File: src/rtl/muldiv_sequencer_if.sv
// Issue/result bundle between the C stage and the multi-cycle mul/div sequencer.
interface muldiv_sequencer_if #(
  parameter int XLEN = 32
);
  logic            Start_C;
  logic [2:0]      MulDivOp_C;
  logic [XLEN-1:0] OperandA_C;
  logic [XLEN-1:0] OperandB_C;
  logic            Flush_C;
  logic            Stall_C;
  logic            Busy;
  logic            Done_C;
  logic [XLEN-1:0] Result_C;

  modport master (
    output Start_C, MulDivOp_C, OperandA_C, OperandB_C, Flush_C,
    input  Stall_C, Busy, Done_C, Result_C
  );

  modport slave (
    input  Start_C, MulDivOp_C, OperandA_C, OperandB_C, Flush_C,
    output Stall_C, Busy, Done_C, Result_C
  );
endinterface

File: src/rtl/muldiv_sequencer.sv
// RV M-extension sequencer: shift-add multiplier and restoring divider, one bit per cycle,
// with divide-by-zero and signed-overflow results produced without iterating.
module muldiv_sequencer #(
  parameter int XLEN = 32
) (
  input  logic              clk,
  input  logic              reset,
  muldiv_sequencer_if.slave bus
);

  localparam int CW = $clog2(XLEN);

  localparam logic [2:0] IDLE  = 3'd0;
  localparam logic [2:0] PREP  = 3'd1;
  localparam logic [2:0] RUN   = 3'd2;
  localparam logic [2:0] FIXUP = 3'd3;
  localparam logic [2:0] DONE  = 3'd4;

  localparam logic [2:0] OP_MUL    = 3'd0;
  localparam logic [2:0] OP_MULH   = 3'd1;
  localparam logic [2:0] OP_MULHSU = 3'd2;
  localparam logic [2:0] OP_MULHU  = 3'd3;
  localparam logic [2:0] OP_DIV    = 3'd4;
  localparam logic [2:0] OP_DIVU   = 3'd5;
  localparam logic [2:0] OP_REM    = 3'd6;
  localparam logic [2:0] OP_REMU   = 3'd7;

  logic [2:0]      state_q, state_d;
  logic [2:0]      op_q, op_d;
  logic [XLEN-1:0] opA_q, opA_d;
  logic [XLEN-1:0] opB_q, opB_d;
  logic [XLEN-1:0] accHi_q, accHi_d;
  logic [XLEN-1:0] accLo_q, accLo_d;
  logic [XLEN-1:0] bMag_q, bMag_d;
  logic            negQ_q, negQ_d;
  logic            negR_q, negR_d;
  logic [CW-1:0]   cnt_q, cnt_d;
  logic [XLEN-1:0] result_q, result_d;

  logic            start, flush;
  logic            divByZero, overflow, special;
  logic [XLEN-1:0] specialResult;
  logic            aSigned, bSigned, signA, signB;
  logic [XLEN-1:0] magA, magB;
  logic [XLEN:0]   mulSum, remShift, divDiff;
  logic            divFits;
  logic [2*XLEN-1:0] product, prodFix;
  logic [XLEN-1:0] quotFix, remFix;

  assign start = bus.Start_C;
  assign flush = bus.Flush_C;

  // Special cases are decided on the live operands so they can skip straight to DONE.
  assign divByZero = bus.MulDivOp_C[2] && (bus.OperandB_C == '0);
  assign overflow  = ((bus.MulDivOp_C == OP_DIV) || (bus.MulDivOp_C == OP_REM)) &&
                     (bus.OperandA_C == {1'b1, {(XLEN-1){1'b0}}}) &&
                     (bus.OperandB_C == '1);
  assign special   = divByZero || overflow;

  always_comb begin
    specialResult = '0;
    if (divByZero)
      specialResult = bus.MulDivOp_C[1] ? bus.OperandA_C : '1;
    else if (overflow)
      specialResult = bus.MulDivOp_C[1] ? '0 : bus.OperandA_C;
  end

  assign aSigned = (op_q == OP_MUL) || (op_q == OP_MULH) || (op_q == OP_MULHSU) ||
                   (op_q == OP_DIV) || (op_q == OP_REM);
  assign bSigned = (op_q == OP_MUL) || (op_q == OP_MULH) ||
                   (op_q == OP_DIV) || (op_q == OP_REM);
  assign signA   = aSigned && opA_q[XLEN-1];
  assign signB   = bSigned && opB_q[XLEN-1];
  assign magA    = signA ? -opA_q : opA_q;
  assign magB    = signB ? -opB_q : opB_q;

  // accHi holds the running product high half / partial remainder; accLo the multiplier / quotient.
  assign mulSum   = {1'b0, accHi_q} + (accLo_q[0] ? {1'b0, bMag_q} : '0);
  assign remShift = {accHi_q, accLo_q[XLEN-1]};
  assign divFits  = remShift >= {1'b0, bMag_q};
  assign divDiff  = remShift - {1'b0, bMag_q};

  assign product = {accHi_q, accLo_q};
  assign prodFix = negQ_q ? -product : product;
  assign quotFix = negQ_q ? -accLo_q : accLo_q;
  assign remFix  = negR_q ? -accHi_q : accHi_q;

  always_comb begin
    state_d  = state_q;
    op_d     = op_q;
    opA_d    = opA_q;
    opB_d    = opB_q;
    accHi_d  = accHi_q;
    accLo_d  = accLo_q;
    bMag_d   = bMag_q;
    negQ_d   = negQ_q;
    negR_d   = negR_q;
    cnt_d    = cnt_q;
    result_d = result_q;

    case (state_q)
      IDLE: begin
        if (start && !flush) begin
          op_d  = bus.MulDivOp_C;
          opA_d = bus.OperandA_C;
          opB_d = bus.OperandB_C;
          if (special) begin
            result_d = specialResult;
            state_d  = DONE;
          end else begin
            state_d  = PREP;
          end
        end
      end
      PREP: begin
        accHi_d = '0;
        accLo_d = magA;
        bMag_d  = magB;
        negQ_d  = signA ^ signB;
        negR_d  = signA;
        cnt_d   = '0;
        state_d = RUN;
      end
      RUN: begin
        if (op_q[2]) begin
          accHi_d = divFits ? divDiff[XLEN-1:0] : remShift[XLEN-1:0];
          accLo_d = {accLo_q[XLEN-2:0], divFits};
        end else begin
          accHi_d = mulSum[XLEN:1];
          accLo_d = {mulSum[0], accLo_q[XLEN-1:1]};
        end
        cnt_d = cnt_q + 1'b1;
        if (cnt_q == CW'(XLEN-1))
          state_d = FIXUP;
      end
      FIXUP: begin
        case (op_q)
          OP_MUL:                        result_d = prodFix[XLEN-1:0];
          OP_MULH, OP_MULHSU, OP_MULHU:  result_d = prodFix[2*XLEN-1:XLEN];
          OP_DIV, OP_DIVU:               result_d = quotFix;
          default:                       result_d = remFix;
        endcase
        state_d = DONE;
      end
      DONE:    state_d = IDLE;
      default: state_d = IDLE;
    endcase

    // A squashed instruction abandons whatever is in flight.
    if (flush && (state_q != IDLE))
      state_d = IDLE;
  end

  always_ff @(posedge clk or negedge reset) begin
    if (!reset) begin
      state_q  <= IDLE;
      op_q     <= '0;
      opA_q    <= '0;
      opB_q    <= '0;
      accHi_q  <= '0;
      accLo_q  <= '0;
      bMag_q   <= '0;
      negQ_q   <= 1'b0;
      negR_q   <= 1'b0;
      cnt_q    <= '0;
      result_q <= '0;
    end else begin
      state_q  <= state_d;
      op_q     <= op_d;
      opA_q    <= opA_d;
      opB_q    <= opB_d;
      accHi_q  <= accHi_d;
      accLo_q  <= accLo_d;
      bMag_q   <= bMag_d;
      negQ_q   <= negQ_d;
      negR_q   <= negR_d;
      cnt_q    <= cnt_d;
      result_q <= result_d;
    end
  end

  // Stall is combinational on Start_C so the issuing instruction cannot slip past C.
  assign bus.Stall_C  = reset && !flush &&
                        (((state_q == IDLE) && start) ||
                         (state_q == PREP) || (state_q == RUN) || (state_q == FIXUP));
  assign bus.Busy     = (state_q != IDLE);
  assign bus.Done_C   = (state_q == DONE) && !flush;
  assign bus.Result_C = result_q;

endmodule

File: src/flat_wrapper.sv
// flat-port wrapper written by rule: the top's interface ports become plain ports
module muldiv_sequencer_flat 
#(
  parameter int XLEN = 32
)
  (clk, reset, bus_Start_C, bus_MulDivOp_C, bus_OperandA_C, bus_OperandB_C, bus_Flush_C, bus_Stall_C, bus_Busy, bus_Done_C, bus_Result_C);
  muldiv_sequencer_if #(.XLEN(XLEN)) bus_i ();
  input  logic clk;
  input  logic reset;
  input wire logic [$bits(bus_i.Start_C)-1:0] bus_Start_C;
  input wire logic [$bits(bus_i.MulDivOp_C)-1:0] bus_MulDivOp_C;
  input wire logic [$bits(bus_i.OperandA_C)-1:0] bus_OperandA_C;
  input wire logic [$bits(bus_i.OperandB_C)-1:0] bus_OperandB_C;
  input wire logic [$bits(bus_i.Flush_C)-1:0] bus_Flush_C;
  output wire logic [$bits(bus_i.Stall_C)-1:0] bus_Stall_C;
  output wire logic [$bits(bus_i.Busy)-1:0] bus_Busy;
  output wire logic [$bits(bus_i.Done_C)-1:0] bus_Done_C;
  output wire logic [$bits(bus_i.Result_C)-1:0] bus_Result_C;
  assign bus_i.Start_C = bus_Start_C;
  assign bus_i.MulDivOp_C = bus_MulDivOp_C;
  assign bus_i.OperandA_C = bus_OperandA_C;
  assign bus_i.OperandB_C = bus_OperandB_C;
  assign bus_i.Flush_C = bus_Flush_C;
  assign bus_Stall_C = bus_i.Stall_C;
  assign bus_Busy = bus_i.Busy;
  assign bus_Done_C = bus_i.Done_C;
  assign bus_Result_C = bus_i.Result_C;
  muldiv_sequencer #(.XLEN(XLEN)) u_core (.clk(clk), .reset(reset), .bus(bus_i));
endmodule
File: config.mk
export PLATFORM = sky130hd
export DESIGN_NAME = muldiv_sequencer_flat
export DESIGN_NICKNAME = d
export VERILOG_FILES = /design/src/rtl/muldiv_sequencer_if.sv /design/src/rtl/muldiv_sequencer.sv /design/src/flat_wrapper.sv
export SDC_FILE = /design/constraint.sdc
export NUM_CORES = 1
export LEC_CHECK = 0
export CAP_MARGIN = 10
export CORE_MARGIN = 2
export CORE_UTILIZATION = 35
export CTS_CLUSTER_DIAMETER = 80
export DETAILED_ROUTE_END_ITERATION = 12
export SLEW_MARGIN = 20
export SYNTH_ARGS = -nofsm -noshare
export SYNTH_HDL_FRONTEND = slang
export SYNTH_SLANG_ARGS = --single-unit
File: constraint.sdc
create_clock -name clk -period 8.5 [get_ports clk]
set_clock_uncertainty 0.05 [all_clocks]
set_input_delay 1.275 -clock clk [delete_from_list [all_inputs] [get_ports clk]]
set_output_delay 1.275 -clock clk [all_outputs]
set_load 0.02 [all_outputs]
Yosys cells after proc, flatten, opt, wreduce, memory -nomap -nowiden
Cells that the tools add are included.
- $add $sub $neg: 8
- order comparisons: 1
- equal/unequal tests: 19
- mux-type cells: 25
- bitwise gates (word level): 1
- reduce and logical (&&, ||, !) cells: 34
- operator list (operator ; count):
    $mux W32 ; 14
    $pmux W32 S2 ; 3
    $neg A32 Y32 ; 4
    $pmux W32 S3 ; 1
    $eq A32 B32 Y1 const B ; 2
    $mux W64 ; 1
    $neg A64 Y64 ; 1
    $add A32 B32 Y33 ; 1
    $ge A33 B32 Y1 ; 1
    $logic_not A32 Y1 ; 1
    $sub A32 B32 Y32 ; 1
    $eq A3 B3 Y1 const B ; 6
    $eq A3 B2 Y1 const B ; 4
    $mux W3 ; 4
    $pmux W3 S4 ; 1
    $logic_and A1 B1 Y1 ; 11
    $logic_or A1 B1 Y1 ; 11
    $pmux W5 S2 ; 1
    $eq A3 B1 Y1 const B ; 2
    $logic_not A3 Y1 ; 2
    $ne A3 B1 Y1 const B ; 2
    $add A5 B1 Y5 const B ; 1
    $eq A5 B5 Y1 const B ; 1
    $ne A2 B1 Y1 const B ; 2
    8 further kinds ; 10
- register bits after elaboration: 205
- input port bits: 71
- output and inout port bits: 35
- logic and storage cells: 99

Logic depth before layout (Yosys ltp)
Gate-level depths: netlist of the first run.
- word-level depth: 9
- mapped depth: 14
- gate-level depth less buffers: 13

Least setup slack after synthesis of the first run
OpenSTA, ideal clock, no wires.
- kind: in2reg
- start: input bus_OperandA_C[29]
- end: register u_core.result_q[14], in the netlist u_core.bus.Result_C[14]
- setup time: 0.082 ns
- arrival: 3.419 ns
- required time: 8.368 ns
- slack: 4.949 ns
- stages: 8
- path buffers: 2
- path through: or4b_2 -> o41ai_1 -> or2_2 -> and2_1 -> clkbuf_1 -> clkbuf_1 -> nor2_1 -> a31oi_1
- longest elaborated chain between the ends: 8
- elaborated cells on any way between the ends: 11
- classes of those cells: 2 x eq/ne; 5 x mux; 4 x reduce/logical
- ends and longest elaborated chain (item ; RTL line ; text):
    from (decl) ; flat_wrapper.sv:12 ; input wire logic [$bits(bus_i.OperandA_C)-1:0] bus_OperandA_C;
    $eq A32 B32 Y1 * ; muldiv_sequencer.sv:56 ; (bus.OperandA_C == {1'b1, {(XLEN-1){1'b0}}}) &&
    $logic_and A1 B1 Y1 * ; muldiv_sequencer.sv:55 ; assign overflow = ((bus.MulDivOp_C == OP_DIV) || (bus.MulDivOp_C == OP_REM)) &&
    $logic_and A1 B1 Y1 * ; muldiv_sequencer.sv:56 ;
    $mux W32 ; muldiv_sequencer.sv:64 ; else if (overflow)
    $mux W32 ; muldiv_sequencer.sv:62 ; if (divByZero)
    $mux W32 ; muldiv_sequencer.sv:107 ; if (special) begin
    $mux W32 ; muldiv_sequencer.sv:103 ; if (start && !flush) begin
    $pmux W32 S2 ; muldiv_sequencer.sv:101 ; case (state_q)
    to (signal assigned) ; muldiv_sequencer.sv:178 ; result_q <= result_d;
    to (decl) ; muldiv_sequencer.sv:38 ; logic [XLEN-1:0] result_q, result_d;
Every way passes the cells marked *; elsewhere a longest branch is shown, timed or not. The select of a mux whose other input is x is not followed.
A chain may end at the register's enable or synchronous reset.

Worst setup path in the final report of the first run
- start: input bus_OperandB_C[11]
- end: register u_core.result_q[26], in the netlist u_core.bus.Result_C[26]
- longest elaborated chain between the ends: 7
- elaborated cells on any way between the ends: 12
- classes of those cells: 2 x eq/ne; 5 x mux; 5 x reduce/logical
- ends and longest elaborated chain (item ; RTL line ; text):
    from (decl) ; flat_wrapper.sv:13 ; input wire logic [$bits(bus_i.OperandB_C)-1:0] bus_OperandB_C;
    $eq A32 B32 Y1 ; muldiv_sequencer.sv:57 ; (bus.OperandB_C == '1);
    $logic_and A1 B1 Y1 ; muldiv_sequencer.sv:56 ;
    $mux W32 ; muldiv_sequencer.sv:64 ;
    $mux W32 ; muldiv_sequencer.sv:62 ;
    $mux W32 ; muldiv_sequencer.sv:107 ;
    $mux W32 ; muldiv_sequencer.sv:103 ;
    $pmux W32 S2 ; muldiv_sequencer.sv:101 ;
Several ways; a longest one is shown, not always the timed one. The select of a mux whose other input is x is not followed.

==> results of run 1 <==
[flip-flops by register name, indices dropped and copies added (netlist names)]
register and count:
u_core.accLo_q 32, u_core.accHi_q 32, u_core.negR_q 1, u_core.cnt_q 5, u_core.opA_q 32, u_core.state_q 3
u_core.bMag_q 32, u_core.negQ_q 1, u_core.opB_q 32, u_core.bus.Result_C 32, u_core.op_q 3
[metrics by stage]
| stage | instance area (sq um) | instances |
|---|---|---|
| after global placement | 18500 | 2668 |
| after global routing | 19300 | 2712 |
| after detailed placement | 18500 | 2668 |
| after CTS | 19300 | 2712 |
| after floorplan | 17000 | 2067 |
| final | 19300 | 2712 |
[power breakdown]
part	leakage, uW	switching (uW)	total, uW	internal [uW]
registers	0.00255	733	2150	1410
logic	0.00505	3030	5180	2150
clock network	0.000432	447	1150	704
[cell usage after synthesis, types with 32 or more instances]
| cell type | count | area (sq um) |
|---|---|---|
| nand2_1 | 207 | 777 |
| dfrtp_1 | 205 | 5130 |
| ha_1 | 70 | 876 |
| a21oi_1 | 113 | 566 |
| xnor2_1 | 98 | 858 |
| o21ai_0 | 190 | 951 |
| nor2_1 | 165 | 619 |
| mux2_2 | 73 | 822 |
| xor2_1 | 73 | 639 |
| mux2i_1 | 52 | 521 |
| o31ai_1 | 32 | 240 |
| inv_1 | 69 | 259 |
| o211ai_1 | 44 | 330 |
| clkbuf_1 | 113 | 424 |
| nor3_1 | 48 | 240 |
[critical path, cell delays in order]
cell	delay, ns
clkdlybuf4s50_1	0.54
nand4_1	0.13
nor4_1	0.56
nand4_1	0.16
o41ai_1	0.45
or2_2	0.22
and2_1	0.64
o21ai_0	0.27
a2111oi_0	0.42
nor2_1	0.10
[cell type report]
type	count	area [sq um]	area share (%)
timing repair buffer	129	1230	6.38
inverter	69	259	1.34
sequential	205	5130	26.5
tap	615	769	3.98
clock buffer	32	702	3.63
clock inverter	12	178	0.918
multi-input combinational	1650	11100	57.2
[metal layers]
layer  track usage (%)  vias to the layer above  wire length, um
met4              7.84                        2             2020
met5                 0                        -               13
met3              2.59                       94             4350
met1              33.4                     7801            27000
met2              35.4                      687            25700
li1                  -                     7605                -
[logic make-up (layout without fill, tap and decap cells)]
| kind of cell | after synthesis | count (layout) | share of synthesized area, % |
|---|---|---|---|
| simple gates | 658 | 658 | 19.0 |
| compound gates | 624 | 624 | 23.8 |
| buf+inv | 212 | 242 | 5.03 |
| flops | 205 | 205 | 30.1 |
| xor+xnor | 171 | 171 | 8.79 |
| mux | 125 | 125 | 7.88 |
| fa+ha+maj | 72 | 72 | 5.37 |
[final timing paths]
kind	slack [ns]	start	end
max	4.07	bus_OperandB_C[11]	u_core.bus.Result_C[26]$_DFFE_PN0P_
min	0.43	u_core.bus.Result_C[3]$_DFFE_PN0P_	u_core.bus.Result_C[3]$_DFFE_PN0P_
max reg2reg	4.23	u_core.accLo_q[31]$_DFFE_PN0P_	u_core.accHi_q[24]$_DFFE_PN0P_
min reg2reg	0.43	u_core.bus.Result_C[3]$_DFFE_PN0P_	u_core.bus.Result_C[3]$_DFFE_PN0P_
max in group asynchronous	6.18	reset	u_core.op_q[2]$_DFFE_PN0P_
min in group asynchronous	0.75	reset	u_core.opB_q[15]$_DFFE_PN0P_
==> impl_metrics.toml, run 1 <==
[outcome]
status = "finished, final reports clean"

[final_layout]
fill_cells = 4791
final_nets = 2222
antenna_cells = 0
area_growth_pct = 13.5
drive_above_1_share_pct = 8.92
post-route-util_pct = 40.4
layout_common_cells = "nand2_1, dfrtp_1, o21ai_0"
final_common_cell = "nand2_1"

[synth]
synth-edff-count = 0
synthArstFlopShare_pct = 100
ys_seq_elements = 205
syn_area_per_cell_sq_um = 8.25
syn_nets = 2210
ys_warn_count = 0
ys.flop_type = "dfrtp_1"
ys_seq_area_share_pct = 30.1
syn_inst = 2067
syn_area_sq_mm = 0.0170
synth.distinct_cells = 86

[sta]
drv_slew = 0
setup_violations = 0
slew_headroom_pct = 25.4
fmax_ghz = 0.226
period_minus_slack_ns = 4.43
fin_ws_ns = 4.07
finalSetupTns_ns = 0
min_period_over_period_pct = 52.1
finalHoldViolations = 0
worstMarginPinSlew_ns = 1.12
rsz0062_at_grt = "false"
whs_ns = 0.427

[placement]
dp_hpwl_um = 44100
portBuffers = 105
dpl_worst_slack_ns = 3.46
gp_congestion = 0.901

[routing]
postRouteAntennaNets = 0
wl_per_cell_um = 21.8
drtIter0Drc = 1633
drt_wl_total_um = 59100
drc = 0
vias = 16189
dr.pass1.iters = 6
post_drt_via_cell_ratio = 5.97

[clocking]
ctsHoldBuffers = 0
clockRootBuffer = "clkbuf_16"
cts_tree = "yes"
cts_max_path_buffers = 3
numCtsBuffers = 24
cts_resized = 0
post_cts_buffers = 0
worstSkewPairLatency_ns = 0.55
htree_levels = 1
cts_sinks = 205
path_clk_slew_ns = 0.06

[floorplanning]
core.rowCount = 80
die_area_sq_mm = 0.0505
start_util_pct = 35.5
core-area_sq_mm = 0.0479
ios = 106
die_y_um = 225
die_w_um = 225

[grt]
overflow = 0
antenna_found_initial = 1
grt_util_all_layers_pct = 23.0
grt_pass1_vias = 15187
grt_pass1_wl_um = 91200
grt_max_degree = 87

[worst_setup_path]
ff2ff_path_depth = 12
crit_fanout = 20
endpoint_kind = "flip-flop"
required_ns = 8.87
startpoint_type = "input pin"
crit_type = "in -> reg"
arrival_ns = 4.80

[flow_run]
cap_violations = 0

[power_and_ir_drop]
p_leak_uw = 0.00803
power_density_mw_per_mm2 = 438
worst_ir_drop_vdd_mv = 0.247
total_power_uw = 8470

[worst_hold_path]
hp-class = "reg -> reg"
hold_path_depth = 2
(Power assumes the default switching activity.)
==> run 2, diff against run 1 <==
- clock period: 8.5 -> 3.55 ns (I/O delays scaled with it)
==> run 2 against run 1 <==
Non-clock buffer count grew 99. Largest cell class unchanged. Combinational power increased to 2.6 times the previous value. Clock power rose to 2.5 times the previous value. Flip-flop and latch count did not move. Core utilization is 1.8 points higher. Global-route usage is 1.1 points higher. Sequential share of layout area down 1.1 points. Register-to-register slack got worse by 4.1 ns. Cell count up 3.8%. Highest routed layer unchanged.
==> impl_metrics.toml, run 2 (synthesized netlist as in run 1, its figures left out) <==
[clocking]
worstSkewPairLatency_ns = 0.57
cts_max_path_buffers = 3
clockRootBuffer = "clkbuf_16"
htree_levels = 1
path_clk_slew_ns = 0.06
cts_sinks = 205
cts_tree = "yes"
numCtsBuffers = 26

[worst_hold_path]
hp-class = "in -> async"

[placement]
dp_cells = 2766
portBuffers = 105
dpl_worst_slack_ns = 0.0228
dp_hpwl_um = 47000
gp_congestion = 0.939

[floorplanning]
core-area_sq_mm = 0.0479
ios = 106
die_y_um = 225
die_w_um = 225
die_area_sq_mm = 0.0505
core.rowCount = 80
start_util_pct = 35.5

[worst_setup_path]
endpoint_kind = "flip-flop"
r2r_start = "u_core.accLo_q[13]$_DFFE_PN0P_"
r2r_end = "u_core.bus.Result_C[19]$_DFFE_PN0P_"
reg2reg_slack_ns = 0.09
crit_fanout = 5
required_ns = 3.91
arrival_ns = 3.82
crit_type = "reg -> reg"
startpoint_type = "flip-flop"
ff2ff_path_depth = 9

[sta]
slew_headroom_pct = 34.7
drv_slew = 0
fin_ws_ns = 0.0909
min_period_over_period_pct = 97.4
finalHoldViolations = 0
fmax_ghz = 0.289
worstMarginPinSlew_ns = 0.972
setup_violations = 0
period_minus_slack_ns = 3.46

[routing]
post_drt_via_cell_ratio = 5.96
drc = 0
drtIter0Drc = 1553
dr.pass1.iters = 6
drt_wl_total_um = 62100
vias = 16771
postRouteAntennaNets = 0
wl_per_cell_um = 22.1

[power_and_ir_drop]
p_leak_uw = 0.00856
power_density_mw_per_mm2 = 1050
worst_ir_drop_vdd_mv = 0.520

[final_layout]
area_growth_pct = 18.7
fin_cells = 2814
antenna_cells = 0
layout_common_cells = "nand2_1, dfrtp_1, o21ai_0"
final_common_cell = "nand2_1"
final_nets = 2323
drive_above_1_share_pct = 13.4

[flow_run]
cap_violations = 0

[grt]
grt_util_all_layers_pct = 24.1
antenna_found_initial = 1
overflow = 0
grt_max_degree = 130
grt_pass1_wl_um = 94700
grt_pass1_vias = 15879

[outcome]
status = "finished, final reports clean"
run 2: timing repair:
item | in CTS | in global routing
buffers inserted | 0 | 0
hold endpoints to repair | 30 | 0
gates resized for setup | 0 | 10
hold buffers | 1 | 0
setup endpoints to repair | 0 | 15
run 2: worst max-delay path by stage:
stage,from,end
after global routing,u_core.accLo_q[0]$_DFFE_PN0P_,u_core.accHi_q[23]$_DFFE_PN0P_
after global placement,bus_OperandB_C[9],u_core.bus.Result_C[26]$_DFFE_PN0P_
after floorplan,u_core.accLo_q[31]$_DFFE_PN0P_,u_core.accHi_q[24]$_DFFE_PN0P_
final,u_core.accLo_q[13]$_DFFE_PN0P_,u_core.bus.Result_C[19]$_DFFE_PN0P_
after detailed placement,bus_OperandB_C[9],u_core.bus.Result_C[26]$_DFFE_PN0P_
after CTS,u_core.accLo_q[31]$_DFFE_PN0P_,u_core.accHi_q[30]$_DFFE_PN0P_
run 2: critical path, stage by stage (launching register included):
cell and delay (ns):
dfrtp_1 0.43, or4_4 0.59, or4_4 0.46, or4_4 0.52, o21ai_0 0.23, xnor2_1 0.15, nand2_1 0.14, a31oi_1 0.15
o21ai_0 0.51, nand2_1 0.09
run 2: metrics by stage:
stage	utilization (%)	hold WS (ns)	instance area, sq um	total power [uW]	TNS [ns]
6_report	42.2	0.370	20200	21300	0
5_1_grt	42.2	0.390	20200	22900	-0.00609
4_1_cts	42.1	0.364	20200	21100	0
3_5_place_dp	40.2	0.398	19300	18100	0
3_3_place_gp	40.2	0.396	19300	17900	0
2_1_floorplan	-	0.187	17000	13800	0
run 2: report_power, final:
part / switching [uW] / internal (uW) / leakage [uW]
registers: 1380 / 3390 / 0.00255
logic: 7900 / 5740 / 0.00557
clock network: 1170 / 1730 / 0.000448
total: 10500 / 10900 / 0.00856
run 2: layout make-up:
class | instances | area, sq um
clock buffer | 29 | 703
clock inverter | 18 | 230
fill | 4811 | 27700
inverter | 69 | 259
multi-input combinational | 1650 | 11100
sequential | 205 | 5130
tap | 615 | 769
timing repair buffer | 228 | 2040
run 2: layer usage:
metal | track usage (%) | vias to the layer above | wire, um
met5 | 0 | - | 14
met4 | 9.38 | 2 | 2500
met3 | 5.15 | 121 | 5590
met2 | 36.2 | 717 | 26300
met1 | 33.8 | 8114 | 27700
li1 | - | 7817 | -
==> run 3, diff against run 2 <==
- CORE_UTILIZATION: 35 -> 55
- PLACE_DENSITY: unset -> 0.78
==> run 3 against run 2 <==
Sequential power rose by 2%. Non-clock buffer count fell by 10. Cell count fell by 8.0%. Sequential share of layout area rose by 0.35 points. Flip-flop and latch count did not move. Via count rose by 2.4%.
==> impl_metrics.toml, run 3 (synthesized netlist as in run 1, its figures left out) <==
[sta]
slew_headroom_pct = 31.6
finalSetupTns_ns = 0
period_minus_slack_ns = 3.44
worstMarginPinSlew_ns = 1.03
min_period_over_period_pct = 97.0
rsz0062_at_grt = "false"
whs_ns = 0.329
finalHoldViolations = 0
fmax_ghz = 0.290
fin_ws_ns = 0.105
setup_violations = 0
drv_slew = 0

[final_layout]
area_growth_pct = 17.0
drive_above_1_share_pct = 13.0
final_common_cell = "nand2_1"
antenna_cells = 0
final_nets = 2314
fill_cells = 2534
ff_latch_area_sq_mm = 0.00513
multi_input_area_sq_mm = 0.0111
final_cell_area_sq_mm = 0.0199
layout_common_cells = "nand2_1, dfrtp_1, o21ai_0"

[clocking]
worstSkewPairLatency_ns = 0.58
numCtsBuffers = 27
clockRootBuffer = "clkbuf_16"
cts_max_path_buffers = 3
cts_tree = "yes"
post_cts_buffers = 0
htree_levels = 1
path_clk_slew_ns = 0.06
cts_sinks = 205

[worst_setup_path]
endpoint_kind = "flip-flop"
ff2ff_path_depth = 9
crit_type = "reg -> reg"
arrival_ns = 3.85
startpoint_type = "flip-flop"
crit_fanout = 9
required_ns = 3.95

[grt]
grt_max_degree = 136
antenna_found_initial = 0
overflow = 0
grt_pass1_wl_um = 93000
grt_pass1_vias = 16439
grt_util_all_layers_pct = 35.8

[routing]
top_layer = "met4"
drc = 0
wl_met2_um = 25200
wl_per_cell_um = 23.0
dr.pass1.iters = 6
vias = 17178
wl_met3_um = 6900
post_drt_via_cell_ratio = 6.64
drtIter0Drc = 2230
wl_met1_um = 25000
drt_wl_total_um = 59400
postRouteAntennaNets = 0

[floorplanning]
die_area_sq_mm = 0.0324
core.rowCount = 64
ios = 106
core-area_sq_mm = 0.0306
die_w_um = 180
die_y_um = 180
start_util_pct = 55.7

[placement]
gp_congestion = 0.994
dpl_cell_area_sq_mm = 0.0189
dpl_worst_slack_ns = 0.000791
portBuffers = 105
dp_hpwl_um = 44400

[outcome]
status = "finished, final reports clean"

[flow_run]
cap_violations = 0

[power_and_ir_drop]
power_density_mw_per_mm2 = 1080
total_power_uw = 21500
worst_ir_drop_vdd_mv = 0.556
p_leak_uw = 0.00854

[worst_hold_path]
hp-class = "in -> async"
-- run 3: timing repair --
item / CTS / global route
gates resized for setup: 0 / 10
hold buffers: 1 / 0
setup endpoints to repair: 0 / 10
endpoints found under the hold margin: 10 / 0
-- run 3: final timing paths --
check | slack (ns) | from | end
min in group clk | 0.42 | u_core.bus.Result_C[8]$_DFFE_PN0P_ | u_core.bus.Result_C[8]$_DFFE_PN0P_
hold reg to reg | 0.42 | u_core.bus.Result_C[8]$_DFFE_PN0P_ | u_core.bus.Result_C[8]$_DFFE_PN0P_
max in group asynchronous | 1.30 | reset | u_core.bus.Result_C[20]$_DFFE_PN0P_
setup / recovery | 0.11 | u_core.accHi_q[15]$_DFFE_PN0P_ | u_core.accHi_q[31]$_DFFE_PN0P_
setup reg to reg | 0.11 | u_core.accHi_q[15]$_DFFE_PN0P_ | u_core.accHi_q[31]$_DFFE_PN0P_
hold / removal | 0.33 | reset | u_core.opB_q[11]$_DFFE_PN0P_
-- run 3: where the power goes --
group          internal (uW)  total [uW]  switching (uW)
Combinational           5700       13700            7970
Clock                   1840        3000            1160
Sequential              3390        4850            1460
Total                  10900       21500           10600
-- run 3: worst max-delay path, stage by stage, from the launching register on --
cell,delay (ns)
dfrtp_1,0.68
ha_1,0.42
a21o_1,0.26
a2111oi_0,0.44
a21oi_1,0.15
a22oi_1,0.32
a41oi_1,0.17
o311ai_0,0.44
nand2_1,0.11
a32o_1,0.26
-- run 3: final cells by class --
cell class | count | area share [%]
inverters | 69 | 1.30
clock inverters | 17 | 1.24
well taps | 396 | 2.48
multi-input cells | 1650 | 55.7
flip-flops and latches | 205 | 25.7
clock buffers | 33 | 3.65
repair buffers | 218 | 9.93
-- run 3: layer usage --
layer / vias to the layer above / GRT usage (%)
met5: - / 0
met4: 0 / 11.5
met3: 149 / 7.78
met2: 1064 / 53.7
met1: 8179 / 51.5
li1: 7786 / -
-- run 3: through the flow --
step                cells  utilization [%]
CTS                  2588             65.1
global route         2588             65.2
floorplan            2067                -
detailed placement   2537             61.9
finish               2588             65.2
global placement     2537             61.9
